## src/rtl/counter_sequencer.sv

```systemverilog
// Purpose: round-robin arbiter that lends one shared W-bit loadable up-counter to NREQ requesters (LOAD or COUNT).
// Latency: from the IDLE cycle that samples req, ack arrives 3 cycles later for LOAD, k+2 for COUNT k>0, 1 for COUNT 0.
// Backpressure: requests are level-held until ack; req is sampled only in IDLE, so one operation is in flight at a time.
//
// Ports:
//   clk, reset          rising-edge clock, synchronous active-high reset
//   req/req_op/req_arg  per-requester request level, op (0 LOAD, 1 COUNT), W-bit argument slice
//   ack, result         one-hot completion pulse and final counter value (held until next ack)
//   busy                high whenever an operation is in progress
//   cnt_load/en/d/q     control and value of the shared counter
module counter_sequencer #(
  parameter int NREQ = 4,
  parameter int W    = 4
) (
  input  logic                clk,
  input  logic                reset,
  input  logic [NREQ-1:0]     req,
  input  logic [NREQ-1:0]     req_op,
  input  logic [NREQ*W-1:0]   req_arg,
  output logic [NREQ-1:0]     ack,
  output logic [W-1:0]        result,
  output logic                busy,
  output logic                cnt_load,
  output logic                cnt_en,
  output logic [W-1:0]        cnt_d,
  input  logic [W-1:0]        cnt_q
);

  localparam int IW = (NREQ > 1) ? $clog2(NREQ) : 1;

  typedef enum logic [2:0] {
    ST_IDLE  = 3'd0,
    ST_LOAD  = 3'd1,
    ST_COUNT = 3'd2,
    ST_WAIT  = 3'd3,
    ST_ACK   = 3'd4
  } state_t;

  state_t          state, state_nxt;
  logic [IW-1:0]   rr_ptr, rr_nxt;
  logic [IW-1:0]   idx_q, idx_nxt;
  logic            op_q, op_nxt;
  logic [W-1:0]    arg_q, arg_nxt;
  logic [W-1:0]    rem_q, rem_nxt;
  logic [NREQ-1:0] ack_nxt;
  logic [W-1:0]    result_nxt;

  logic            gnt_vld;
  logic [IW-1:0]   gnt_idx;
  logic [W-1:0]    gnt_arg;

  // First set req bit at or above rr_ptr, wrapping back to 0.
  always_comb begin : grant_search
    int j;
    gnt_vld = 1'b0;
    gnt_idx = '0;
    j       = 0;
    for (int k = 0; k < NREQ; k++) begin
      j = int'(rr_ptr) + k;
      if (j >= NREQ) j = j - NREQ;
      if (!gnt_vld && req[j[IW-1:0]]) begin
        gnt_vld = 1'b1;
        gnt_idx = j[IW-1:0];
      end
    end
  end

  assign gnt_arg = req_arg[gnt_idx*W +: W];

  // State register and datapath registers.
  always_ff @(posedge clk) begin
    if (reset) begin
      state  <= ST_IDLE;
      rr_ptr <= '0;
      idx_q  <= '0;
      op_q   <= 1'b0;
      arg_q  <= '0;
      rem_q  <= '0;
      ack    <= '0;
      result <= '0;
    end else begin
      state  <= state_nxt;
      rr_ptr <= rr_nxt;
      idx_q  <= idx_nxt;
      op_q   <= op_nxt;
      arg_q  <= arg_nxt;
      rem_q  <= rem_nxt;
      ack    <= ack_nxt;
      result <= result_nxt;
    end
  end

  // Next-state and register update logic.
  always_comb begin
    state_nxt  = state;
    rr_nxt     = rr_ptr;
    idx_nxt    = idx_q;
    op_nxt     = op_q;
    arg_nxt    = arg_q;
    rem_nxt    = rem_q;
    ack_nxt    = '0;
    result_nxt = result;

    case (state)
      ST_IDLE: begin
        if (gnt_vld) begin
          idx_nxt = gnt_idx;
          op_nxt  = req_op[gnt_idx];
          arg_nxt = gnt_arg;
          rr_nxt  = (gnt_idx == IW'(NREQ - 1)) ? '0 : gnt_idx + IW'(1);
          if (!req_op[gnt_idx]) begin
            state_nxt = ST_LOAD;
          end else if (gnt_arg != '0) begin
            state_nxt = ST_COUNT;
            rem_nxt   = gnt_arg;
          end else begin
            // COUNT 0 touches nothing: report the current value straight away.
            state_nxt          = ST_ACK;
            result_nxt         = cnt_q;
            ack_nxt[gnt_idx]   = 1'b1;
          end
        end
      end
      ST_LOAD: begin
        state_nxt = ST_WAIT;
      end
      ST_COUNT: begin
        rem_nxt = rem_q - W'(1);
        if (rem_q == W'(1)) state_nxt = ST_WAIT;
      end
      ST_WAIT: begin
        // Counter has absorbed the last load/increment; its q is final here.
        result_nxt     = cnt_q;
        ack_nxt[idx_q] = 1'b1;
        state_nxt      = ST_ACK;
      end
      ST_ACK: begin
        state_nxt = ST_IDLE;
      end
      default: begin
        state_nxt = ST_IDLE;
      end
    endcase
  end

  // Counter controls are Moore outputs of the state register.
  // op_q is always 1 in COUNT; gating on it keeps a corrupted state from
  // turning a load into an increment.
  assign cnt_load = (state == ST_LOAD) || (state == ST_COUNT);
  assign cnt_en   = (state == ST_COUNT) && op_q;
  assign cnt_d    = (state == ST_LOAD) ? arg_q : '0;
  assign busy     = (state != ST_IDLE);

endmodule

```

## config.mk

```make
export PLATFORM = sky130hd
export DESIGN_NAME = counter_sequencer
export DESIGN_NICKNAME = d
export VERILOG_FILES = /design/src/rtl/counter_sequencer.sv
export SDC_FILE = /design/constraint.sdc
export NUM_CORES = 1
export LEC_CHECK = 0
export ABC_AREA = 1
export ABC_CLOCK_PERIOD_IN_PS = 4000
export BUFFER_PORTS_ARGS = -buffer_cell sky130_fd_sc_hd__buf_2
export CAP_MARGIN = 20
export CELL_PAD_IN_SITES_DETAIL_PLACEMENT = 0
export CELL_PAD_IN_SITES_GLOBAL_PLACEMENT = 1
export CORE_MARGIN = 3
export CORE_UTILIZATION = 39
export DETAILED_ROUTE_END_ITERATION = 8
export HOLD_SLACK_MARGIN = 0.08
export PLACE_DENSITY_LB_ADDON = 0.1
export SYNTH_ARGS = -nofsm -noshare
export SYNTH_HDL_FRONTEND = slang
export SYNTH_SLANG_ARGS = --single-unit
```

## constraint.sdc

```tcl
create_clock -name clk -period 4 [get_ports clk]
set_input_delay 0.4 -clock clk [delete_from_list [all_inputs] [get_ports clk]]
set_output_delay 0.4 -clock clk [all_outputs]
set_load 0.02 [all_outputs]
```

## Word level (Yosys, flattened, before mapping)

Cells that the tools add are included.

- Bitwise operators: 0
- Shift operators: 1
- Multipliers: 0
- Multiplexer cells: 45
- $lt $le $gt $ge: 12
- Reductions and logical operators: 19
- Equal/unequal tests: 10
- Add/subtract/negate cells: 9
- Divide/modulo/power cells: 0

Operators with widths:

| cell | number |
|---|---|
| 2-to-1 mux 4 bit | 10 |
| one-hot mux 4 bit (2 select lines) | 3 |
| less-than comparator 2 x 3 -> 1 bit (second input constant) | 6 |
| 2-to-1 mux 2 bit | 9 |
| indexed part select 16 x 5 -> 4 bit | 1 |
| 2-to-1 mux 3 bit | 4 |
| one-hot mux 3 bit (4 select lines) | 1 |
| 2-to-1 mux 1 bit | 11 |
| binary-select mux 1 bit (select 2 bit) | 5 |
| != test 2 bit (second input constant) | 5 |
| greater-or-equal comparator 3 bit (second input constant) | 3 |
| AND reduction 4 bit | 2 |
| subtractor 2 x 1 -> 2 bit (second input constant) | 4 |
| adder 2 x 2 -> 3 bit (second input constant) | 2 |
| equality test 3 x 2 -> 1 bit (second input constant) | 2 |
| logical AND 1 bit | 6 |
| demux 1 bit (select 2 bit) | 2 |
| equality test 4 x 1 -> 1 bit (second input constant) | 1 |
| greater-or-equal comparator 2 x 1 -> 1 bit (second input constant) | 2 |
| AND reduction 2 bit | 2 |
| nonzero test 2 bit | 2 |
| nonzero test 4 bit | 1 |
| subtractor 4 x 1 -> 4 bit (second input constant) | 1 |
| adder 2 x 1 -> 3 bit (second input constant) | 1 |
| other kinds (8) | 10 |

- Logic and storage cells: 104
- Input bits: 30
- Memories: 0
- Bits in read-only memories: 0
- Register bits after elaboration: 24
- Output and inout bits: 15
- Latch bits: 0
- Memory bits (writable): 0

## Depth between registers and ports, before layout

Gate-level depths: netlist of run 1.

- Depth after elaboration: 22
- Gate-level depth with buffers: 20
- Depth with buffers taken out: 19

## Worst setup path after synthesis of run 1

OpenSTA, ideal clock, no wires.

- Path kind: register -> register
- Start: register rr_ptr[0]
- End: register result[2]
- Clock period less this slack: 2.060 ns
- Required time: 3.868 ns
- Buffers on the path: 2
- Slack: 1.940 ns
- Data arrival time: 1.927 ns
- Cell stages (with the launch flop): 18
- Library setup time: 0.132 ns
- Cell sequence: dfxtp_1 -> buf_6 -> nand2_1 -> nand3_2 -> nand2_2 -> nor2_4 -> nand3_2 -> nand2_4 -> nand2_4 -> buf_6 -> nand2_1 -> nand3_1 -> nand2_1 -> o21ai_2 -> nor2_2 -> nand2_2 -> nand2_1 -> a21oi_1

- Cells in the longest elaborated chain, start to end: 18
- Elaborated cells on any way between the ends: 45
- Those cells by class: add/sub: 7; order compare: 4; eq/ne: 3; shift: 1; mux: 22; reduce/logical: 8

Ends and longest elaborated chain:

| element | line | RTL |
|---|---|---|
| start: declaration | 40 | `logic [IW-1:0] rr_ptr, rr_nxt;` |
| start signal: assignment | 83 | `rr_ptr <= rr_nxt;` |
| branches (longest 17 deep; another with adder 2 x 1 -> 3 bit) | - |  |
| AND reduction 4 bit (no line) * | - |  |
| end signal: assignment | 89 | `result <= result_nxt;` |
| end: declaration | 21 | `output logic [W-1:0] result,` |

Mark *: on every way between the ends. The select of a mux whose other input is x is not followed.
A chain may end at the register's enable or synchronous reset.

## Final worst setup path of run 1

- Start: register rr_ptr[0]
- End: register result[2]

- Cells in the longest elaborated chain, start to end: 18
- Elaborated cells on any way between the ends: 45
- Those cells by class: add/sub: 7; order compare: 4; eq/ne: 3; shift: 1; mux: 22; reduce/logical: 8

Ends and longest elaborated chain:

| element | line | RTL |
|---|---|---|
| branches (longest 13 deep; another with adder 2 x 1 -> 3 bit) | - |  |
| 2-to-1 mux 2 bit * | 61 | `if (!gnt_vld && req[j[IW-1:0]]) begin` |
| named net gnt_idx[0] | 49 | `logic [IW-1:0] gnt_idx;` |
| indexed part select 16 x 5 -> 4 bit / binary-select mux 1 bit (select 2 bit) (equally long branches) | 68, 111 |  |
| nonzero test 4 bit / 2-to-1 mux 1 bit (equally long branches) | 113, 111 |  |
| != test 2 bit (no line) | - |  |
| AND reduction 4 bit (no line) * | - |  |

Mark *: on every way through the listed nets, which the timed path passes. The select of a mux whose other input is x is not followed.

==> run_results.csv, run 1 <==
group,metric,value,unit
timing,post-route-min-period,2.68,ns
cells_and_area,final_cell_area,0.00205,mm²
clock_tree,numClockSinks,24,
timing,finalSetupViolations,0,
clock_tree,htreeDepth,1,
floorplanning,ios,45,
timing,fin_ws,1.32,ns
global_routing,grt_pass1_vias,1677,
floorplanning,die_h,72.5,µm
worst_setup_path,arrival,2.82,ns
clock_tree,post_cts_buffers,0,
clock_tree,ctsHoldBuffers,0,
global_routing,antenna_found_initial,0,
cells_and_area,n_antenna_cell,0,
synthesis,ys_seq_area_frac,0.278,
synthesis,ys_warn_count,0,
placement,dp.cells,366,
worst_setup_path,cp.required,4.14,ns
worst_setup_path,crit_type,"register to register",
synthesis,synth_fa_ha_area_frac,0.0435,
floorplanning,die_x,72.5,µm
worst_setup_path,cp_max_fo,14,
synthesis,synthMuxAreaShare,0,
placement,routabilityCongestion,0.820,
outcome,status,"finished clean",
timing,whs,0.395,ns
floorplanning,core_area,0.00414,mm²
timing,rsz0062_at_grt,"false",
synthesis,synth.net_count,313,
clock_tree,root_buffer,"clkbuf_8",
global_routing,grt_max_degree,20,
synthesis,ys_ff_latch,24,
detailed_routing,drc,0,
floorplanning,die-area,0.00526,mm²
detailed_routing,vias,1773,
cells_and_area,drive_gt1_frac,0.231,
timing,drv_slew,0,
synthesis,synth_compound_area_frac,0.114,
detailed_routing,totalWireLength,4100,µm
detailed_routing,drtIter0Drc,69,
timing,fin_tns_setup,0,ns
timing,hold_viol,0,
timing,period_share,0.670,
detailed_routing,wire_per_inst,11.1,µm
synthesis,synthSimpleGateAreaFrac,0.419,
clock_tree,clk_path_buf_depth,2,
detailed_routing,first_pass_iters,6,
placement,dp_slack,1.33,ns
placement,numPortBuffers,44,
run,drv_cap,0,
clock_tree,cts.clk_slew.worst_paths,0.08,ns
floorplanning,start_util,0.416,
global_routing,grt_overflow,0,
detailed_routing,viasPerCell,4.79,
floorplanning,std_cell_rows,23,
clock_tree,cts_tree,"done",
clock_tree,numCtsBuffers,3,
worst_setup_path,setup.worst_path.end_class,"register",
timing,fin_worst_skew,0.00237,ns
placement,dpl.hpwl,3300,µm
timing,slew_headroom,0.544,
synthesis,synth.distinct_cells,27,
timing,tightest_slew,0.678,ns
power,ir_drop,0.489,mV
synthesis,synth_xor_area_frac,0.0102,
placement,place_area,0.00197,mm²
worst_setup_path,start_kind,"register",
cells_and_area,area.growth.synth_to_final,18.6,%
clock_tree,cts_resized,0,
global_routing,gr-usage-all-layers,0.168,
detailed_routing,antenna_left,0,
cells_and_area,nNetsFinal,357,
timing,fmax,0.373,GHz
synthesis,avgSynthCellArea,6.23,µm²
global_routing,grt_first_pass_wirelength,7200,µm
synthesis,synth_top_family_by_area,"simple AND/OR/NAND/NOR gates",
synthesis,synthCells,277,
cells_and_area,instances_no_fill,370,
synthesis,syn_area,0.00173,mm²
hold_path,hp-class,"primary input to register",
power,p_leak,1.12,nW
clock_tree,clk_latency,0.26,ns
power,p_per_area,983,mW/mm²
[Yosys cell counts]
master	n	area (µm²)
nor3_1	7	35.0
xnor2_1	1	8.76
a31oi_1	1	6.26
a21oi_2	1	8.76
a211oi_1	1	7.51
nand3_2	3	30.0
nand2_2	9	56.3
buf_6	2	22.5
xor2_1	1	8.76
nand2_4	4	45.0
o21ai_0	11	55.1
a21oi_1	21	105
inv_2	4	15.0
nand3b_1	7	52.6
nand2_1	65	244
nor2_2	3	18.8
clkbuf_1	2	7.51
dfxtp_1	24	480
nor2_1	21	78.8
ha_1	6	75.1
nor2_4	1	11.3
o21ai_2	1	8.76
o21ai_1	1	5.00
nand3_1	29	145
inv_1	49	184
nand4_1	1	6.26
buf_1	1	3.75
[cells in the final DEF (no fill, tap or decap)]
cell type and count:
o21ai_0 11, nor2_2 3, a211oi_1 1, xnor2_1 1
xor2_1 1, o21ai_2 1, ha_1 6, nand2_2 9
nand3b_1 7, nor2_4 1, nor2_1 21, clkbuf_8 3
o21ai_1 1, nand2_1 65, a21oi_1 21, buf_2 44
nor3_1 7, inv_1 49, nand2_4 4, a21oi_2 1
inv_2 4, bufinv_16 1, dfxtp_1 24, nand3_1 29
nand4_1 1, a31oi_1 1, nand3_2 3
[cell families (layout without fill, tap and decap cells)]
family	count (synthesis)	after routing
AO/OA/AOI/OAI	37	37
XOR/XNOR	2	2
adder cells (fa/ha/maj)	6	6
buffers and inverters	58	101
flip-flops	24	24
AND/OR/NAND/NOR	150	150
[metrics by stage]
step / utilization / power, mW
6_report: 0.494 / 2.01
5_1_grt: 0.494 / 2.27
4_1_cts: 0.494 / 2.03
3_5_place_dp: 0.476 / 1.81
3_3_place_gp: 0.476 / 1.81
2_1_floorplan: - / 1.52
[per-layer routing]
metal / global-route usage / routed length, µm / vias to the layer above
met5: 0 / 0 / -
met3: 0.0388 / 256 / 2
met1: 0.220 / 1980 / 773
met4: 0.0246 / 17 / 0
li1: - / - / 948
met2: 0.287 / 1850 / 50
[flip-flops by register name (all words and copies together) (netlist names)]
register  flops
ack           4
arg_q         4
rem_q         4
result        4
state         3
idx_q         2
rr_ptr        2
op_q          1
[cell type report]
| type | count | area [µm²] |
|---|---|---|
| clock buffer | 3 | 41.3 |
| clock inverter | 1 | 30.0 |
| fill | 475 | 2100 |
| inverter | 53 | 199 |
| multi-input combinational | 195 | 1010 |
| sequential | 24 | 480 |
| tap | 50 | 62.6 |
| timing repair buffer | 44 | 220 |
[power by group]
| group | internal [mW] | total, mW | leakage [nW] | switching (mW) |
|---|---|---|---|---|
| clock | 0.134 | 0.212 | 0.0357 | 0.0784 |
| sequential | 0.327 | 0.387 | 0.198 | 0.0597 |
| combinational | 0.453 | 1.41 | 0.885 | 0.958 |
| total | 0.914 | 2.01 | 1.12 | 1.10 |
[critical path: stages, from the launching register on]
cell and delay, ns:
dfxtp_1 0.60, inv_2 0.16, nand2_1 0.13, nand3_2 0.08, nand2_2 0.14, nor2_1 0.07
nor2_2 0.14, nand2_4 0.11, nand2_4 0.15, inv_1 0.11, nand2_1 0.07, nand3_1 0.06
nand2_1 0.17, o21ai_2 0.09, nor2_2 0.19, nand2_2 0.12, nand2_1 0.07, a21oi_1 0.06
[final timing paths]
path              from   endpoint  slack [ns]  cells after the start
min           cnt_q[3]  result[3]        0.40                      3
max          rr_ptr[0]  result[2]        1.32                     17
max reg2reg  rr_ptr[0]  result[2]        1.32                     17
min reg2reg  result[3]  result[3]        0.46                      2
Note: power is estimated with default switching activity, not from simulation.
==> run 2, diff against run 1 <==
Settings changed: ABC_AREA 1 to 0, ABC_CLOCK_PERIOD_IN_PS 4000 to 2400, CORE_UTILIZATION 39 to 34.
Clock period 4 ns to 2.4 ns, I/O delays scaled along.
==> run 2 against run 1 <==
Core utilization is 2.6 points lower. Clock-buffer cell count is 1 higher. Clock skew hardly changed. Critical path type unchanged. Highest routed layer unchanged.
==> run_results.csv, run 2 <==
group,metric,value,unit
timing,slew_headroom,0.599,
clock_tree,cts_tree,"done",
power,p_per_area,1170,mW/mm²
floorplanning,die_h,75.0,µm
timing,finalSetupViolations,0,
detailed_routing,drc,0,
synthesis,syn_area,0.00162,mm²
timing,fin_worst_skew,0.00277,ns
global_routing,antenna_found_initial,0,
placement,numPortBuffers,44,
worst_setup_path,setup.worst_path.end_class,"register",
synthesis,async_reset_ff_frac,0,
worst_setup_path,crit_start,"rr_ptr[1]",
timing,fin_tns_setup,0,ns
global_routing,grt_pass1_vias,1573,
synthesis,synthCells,206,
timing,fmax,0.442,GHz
placement,place_area,0.00196,mm²
worst_setup_path,r2r_slack,0.14,ns
worst_setup_path,arrival,2.46,ns
worst_setup_path,cp.required,2.60,ns
floorplanning,std_cell_rows,24,
timing,hold_viol,0,
cells_and_area,regArea,482,µm²
floorplanning,start_util,0.362,
worst_setup_path,cp_max_fo,7,
synthesis,ys_seq_area_frac,0.297,
cells_and_area,fillers,497,
synthesis,synth_edf_count,0,
timing,period_share,0.942,
run,drv_cap,0,
power,ir_drop,0.524,mV
clock_tree,root_buffer,"clkbuf_8",
detailed_routing,wl_met3,147,µm
power,finalPower,2.44,mW
clock_tree,clk_latency,0.26,ns
detailed_routing,first_pass_iters,4,
worst_setup_path,rr_startpoint,"rr_ptr[1]",
timing,rsz0062_at_grt,"true",
timing,whs,0.375,ns
synthesis,synthTopCellsByArea,"dfxtp_1 (30%), nand3_1 (6.2%), a21oi_1 (4.9%)",
synthesis,synth.net_count,242,
synthesis,ys_warn_count,0,
cells_and_area,n_antenna_cell,0,
detailed_routing,vias,1682,
worst_setup_path,reg2regPathDepth,10,
floorplanning,ios,45,
global_routing,grt_max_degree,25,
cells_and_area,mostFrequentLayoutCells,"buf_2 (45), dfxtp_1 (23), nand3_1 (19), buf_4 (19), nand2_1 (18)",
synthesis,synth_top_area_frac,0.297,
synthesis,yosys.area.top_type,"dfxtp_1",
detailed_routing,antenna_left,0,
synthesis,ys_ff_latch,24,
detailed_routing,wl_met2,2080,µm
clock_tree,htreeDepth,1,
hold_path,worstHoldEndpoint,"result[0]",
synthesis,ys_top_cells_by_count,"dfxtp_1 (24), nand3_1 (20), nand2_1 (18), a21oi_1 (16), nand4_1 (11)",
detailed_routing,totalWireLength,4450,µm
power,p_leak,0.937,nW
cells_and_area,nNetsFinal,303,
synthesis,avgSynthCellArea,7.85,µm²
detailed_routing,wl_met1,2180,µm
global_routing,grt_first_pass_wirelength,7110,µm
floorplanning,die-area,0.00562,mm²
timing,drv_slew,0,
worst_setup_path,timing.rr.end,"ack[0]",
synthesis,yosysMostFrequentCell,"dfxtp_1",
clock_tree,numCtsBuffers,3,
global_routing,grt_overflow,0,
detailed_routing,viasPerCell,5.29,
detailed_routing,drtIter0Drc,64,
timing,tightest_slew,0.600,ns
detailed_routing,dr.max_layer_used,"met4",
placement,routabilityCongestion,0.820,
cells_and_area,multiInputGateArea,0.00104,mm²
worst_setup_path,start_kind,"register",
cells_and_area,final_cell_area,0.00209,mm²
clock_tree,cts.clk_slew.worst_paths,0.08,ns
cells_and_area,drive_gt1_frac,0.305,
placement,dpl.hpwl,3390,µm
cells_and_area,post-route-util,0.468,
clock_tree,numClockSinks,24,
synthesis,synth_ff_type,"dfxtp_1",
timing,post-route-min-period,2.26,ns
synthesis,synth.distinct_cells,47,
floorplanning,die_x,75.0,µm
detailed_routing,wire_per_inst,14.0,µm
hold_path,min_path_cells,4,
hold_path,hp-class,"primary input to register",
cells_and_area,final_common_cell,"buf_2",
outcome,status,"finished clean",
clock_tree,clk_path_buf_depth,2,
cells_and_area,area.growth.synth_to_final,29.4,%
global_routing,gr-usage-all-layers,0.162,
floorplanning,core_area,0.00447,mm²
worst_setup_path,crit_type,"register to register",
hold_path,min_from,"cnt_q[0]",
## run 2: changes by cell type after synthesis, sizes merged, moves of 4 or more
cell / before / now
a21o: 0 / 5
a21oi: 22 / 16
a2bb2oi: 0 / 4
and2: 0 / 11
inv: 53 / 8
mux2i: 0 / 5
nand2: 78 / 18
nand2b: 0 / 4
nand3: 32 / 21
nand4: 1 / 11
nor2: 25 / 8
nor2b: 0 / 5
o21ai: 13 / 9
## run 2: worst max path at each step
| stage | end | slack [ns] | depth (start not counted) |
|---|---|---|---|
| after global placement | ack[3] | 0.06 | 10 |
| final | ack[0] | 0.14 | 10 |
| after detailed placement | state[2] | 0.005 | 10 |
| after CTS | state[2] | 0.002 | 9 |
| after floorplan | result[3] | 0.24 | 9 |
| after global routing | result[0] | 0.0004 | 10 |
## run 2: through the flow
stage | std cells | setup WS, ns
2_1_floorplan | 206 | 0.245
3_3_place_gp | 306 | 0.0552
3_5_place_dp | 306 | 0.00522
4_1_cts | 310 | 0.00171
5_1_grt | 318 | 0.000376
6_report | 318 | 0.139
## run 2: worst max-delay path, cell delays in order, from the launching register on
cell	delay (ns)
dfxtp_2	0.35
and2_4	0.14
and2_0	0.15
or3_4	0.44
clkinv_8	0.08
nand3_2	0.06
a222oi_1	0.40
buf_4	0.24
buf_4	0.12
nand4_1	0.09
a21oi_1	0.14
## run 2: what timing repair did
item                                    4_1_cts  5_1_grt
resized for setup                             0        4
setup buffers                                 0        7
endpoints found under the setup margin        0       14
hold buffers                                  0        0
## run 2: layer usage
layer / global-route usage / vias up
met5: 0 / -
met4: 0.0336 / 0
met3: 0.0294 / 4
met2: 0.264 / 31
met1: 0.225 / 770
li1: - / 877
## run 2: kinds of logic after synthesis
group	after synthesis	share of synthesized area
buffers and inverters	19	0.0681
xor gates and xnor gates	1	0.00541
and+or+nand+nor	97	0.329
DFF	24	0.297
AOI/OAI and AO/OA	53	0.217
muxes	6	0.0379
adders and majority gates	6	0.0464
## run 2: where the power goes
group | total (mW) | internal [mW] | switching, mW | leakage, nW
Clock | 0.275 | 0.146 | 0.129 | 0.0288
Combinational | 1.51 | 0.688 | 0.823 | 0.711
Sequential | 0.658 | 0.534 | 0.123 | 0.197
Total | 2.44 | 1.37 | 1.08 | 0.937
## run 2: layout make-up
type | instances | share of cell area
Timing Repair Buffer | 66 | 0.195
Inverter | 9 | 0.0221
Sequential cell | 24 | 0.230
Tap cell | 52 | 0.0311
Clock buffer | 4 | 0.0263
Multi-Input combinational cell | 163 | 0.496
==> run 3, diff against run 2 <==
Settings changed: ABC_CLOCK_PERIOD_IN_PS 2400 to 2300, CORE_UTILIZATION 34 to 37.
Clock period 2.4 ns to 2.3 ns, I/O delays scaled along.
==> run 3 against run 2 <==
Global-route usage grew 1.4 points. Sequential power grew 4.6%. Largest power group unchanged. Register-to-register slack is essentially flat.
==> run_results.csv, run 3 (same netlist as run 2, synthesis figures left out) <==
group,metric,value,unit
outcome,status,"finished clean",
floorplanning,start_util,0.393,
clock_tree,cts_tree,"done",
clock_tree,clk_latency,0.26,ns
cells_and_area,area.growth.synth_to_final,27.9,%
timing,slew_headroom,0.702,
power,p_leak,0.919,nW
worst_setup_path,path_buf_inv,3,
placement,dp_slack,-0.0195,ns
power,p_per_area,1220,mW/mm²
placement,numPortBuffers,44,
worst_setup_path,r2r_slack,0.13,ns
floorplanning,die_x,72.1,µm
detailed_routing,drtIter0Drc,68,
cells_and_area,instances_no_fill,312,
run,drv_cap,0,
worst_setup_path,cp.required,2.50,ns
worst_setup_path,setup.worst_path.end_class,"register",
worst_setup_path,cpLargestDelayFamily,"simple AND/OR/NAND/NOR gates",
global_routing,grt_overflow,0,
floorplanning,die_h,72.1,µm
detailed_routing,antenna_left,0,
timing,post-route-min-period,2.17,ns
power,power.internal,1.40,mW
worst_setup_path,cp_max_fo,9,
hold_path,hp-class,"primary input to register",
global_routing,grt_max_degree,25,
timing,fin_worst_skew,0.00198,ns
power,comb_power_share,0.629,
detailed_routing,wire_per_inst,14.3,µm
timing,fin_ws,0.127,ns
power,pwr-share-clk,0.098,
floorplanning,die-area,0.00520,mm²
cells_and_area,drive_gt1_frac,0.294,
power,p_sw,1.12,mW
placement,routabilityCongestion,0.851,
detailed_routing,viasPerCell,5.38,
detailed_routing,drc,0,
timing,period_share,0.945,
detailed_routing,totalWireLength,4460,µm
cells_and_area,regArea,484,µm²
floorplanning,std_cell_rows,23,
cells_and_area,fillers,426,
clock_tree,clk_path_buf_depth,2,
cells_and_area,nNetsFinal,300,
clock_tree,cts.clk_slew.worst_paths,0.08,ns
clock_tree,numClockSinks,24,
timing,tightest_slew,0.447,ns
clock_tree,ctsHoldBuffers,0,
detailed_routing,vias,1678,
cells_and_area,n_antenna_cell,0,
clock_tree,numCtsBuffers,3,
worst_setup_path,arrival,2.37,ns
timing,hold_viol,0,
floorplanning,ios,45,
cells_and_area,final_common_cell,"buf_2",
timing,rsz0062_at_grt,"true",
power,p_seq_frac,0.272,
power,ir_drop,0.550,mV
global_routing,grt_pass1_vias,1570,
timing,whs,0.369,ns
power,p_sw_frac,0.444,
worst_setup_path,rr_startpoint,"rr_ptr[1]",
detailed_routing,first_pass_iters,4,
clock_tree,root_buffer,"clkbuf_8",
cells_and_area,multiInputGateArea,0.00104,mm²
hold_path,worstHoldEndpoint,"result[0]",
timing,drv_slew,0,
timing,fmax,0.460,GHz
timing,finalSetupViolations,0,
clock_tree,htreeDepth,1,
placement,dpl.hpwl,3390,µm
hold_path,min_from,"cnt_q[0]",
worst_setup_path,timing.rr.end,"ack[1]",
global_routing,grt_first_pass_wirelength,7360,µm
worst_setup_path,reg2regPathDepth,10,
floorplanning,core_area,0.00412,mm²
global_routing,gr-usage-all-layers,0.177,
worst_setup_path,crit_type,"register to register",
worst_setup_path,path_cells,"and2_4, and2_0, or3_4, clkinv_8, nand3_2, a222oi_1, buf_4, buf_6, nand4_1, a21oi_1",
worst_setup_path,start_kind,"register",
worst_setup_path,crit_path_max_incr_delay,0.44,ns
worst_setup_path,crit_path_top_delay_cell,"or3_4",
global_routing,antenna_found_initial,0,
placement,dp.cells,307,
hold_path,min_path_cells,4,
cells_and_area,mostFrequentLayoutCells,"buf_2 (44), dfxtp_1 (23), nand3_1 (20)",
[run 3: how the worst max path moves through the flow]
stage | endpoint | cells past startpoint | start
after floorplan | result[3] | 9 | state[0]
after global placement | state[1] | 9 | rr_ptr[1]
after detailed placement | state[2] | 9 | rr_ptr[1]
after CTS | ack[3] | 10 | rr_ptr[1]
after global routing | rem_q[3] | 10 | rr_ptr[1]
final | ack[1] | 10 | rr_ptr[1]
[run 3: worst reg2reg max path, stage by stage, from the launching register on]
cell and delay [ns]:
dfxtp_4 0.37, and2_4 0.14, and2_0 0.15, or3_4 0.44, clkinv_8 0.08, nand3_2 0.06
a222oi_1 0.31, buf_4 0.18, buf_6 0.13, nand4_1 0.10, a21oi_1 0.14
[run 3: stage by stage]
| step | power (mW) | utilization | TNS (ns) | area (µm²) |
|---|---|---|---|---|
| 2_1_floorplan | 1.71 | - | 0 | 1620 |
| 3_3_place_gp | 2.23 | 0.483 | 0 | 1990 |
| 3_5_place_dp | 2.23 | 0.483 | -0.0195 | 1990 |
| 4_1_cts | 2.52 | 0.499 | 0 | 2050 |
| 5_1_grt | 2.75 | 0.503 | -0.000498 | 2070 |
| 6_report | 2.53 | 0.503 | 0 | 2070 |
[run 3: layout make-up]
| type | instances | area share |
|---|---|---|
| multi-input combinational | 163 | 0.502 |
| tap | 50 | 0.0302 |
| sequential | 24 | 0.234 |
| inverter | 9 | 0.0224 |
| clock buffer | 3 | 0.0200 |
| timing repair buffer | 63 | 0.191 |
[run 3: power groups by stage]
stage	combinational [mW]	clock, mW	sequential, mW
after global placement	1.54	0	0.690
after detailed placement	1.54	0	0.690
after global routing	1.76	0.282	0.715
after CTS	1.58	0.259	0.682
after floorplan	1.03	0	0.685
final	1.59	0.248	0.688
[run 3: layer usage]
| layer | share of wire | GRT usage |
|---|---|---|
| met3 | 0.040 | 0.0360 |
| met1 | 0.49 | 0.247 |
| met4 | 0.0076 | 0.0418 |
| met5 | 0 | 0 |
| met2 | 0.46 | 0.279 |
[run 3: repair_timing]
item,CTS,global route
buffers inserted,1,0
setup endpoints to repair,2,14
pin swaps,1,6
gates resized for setup,3,8
gates cloned,1,0
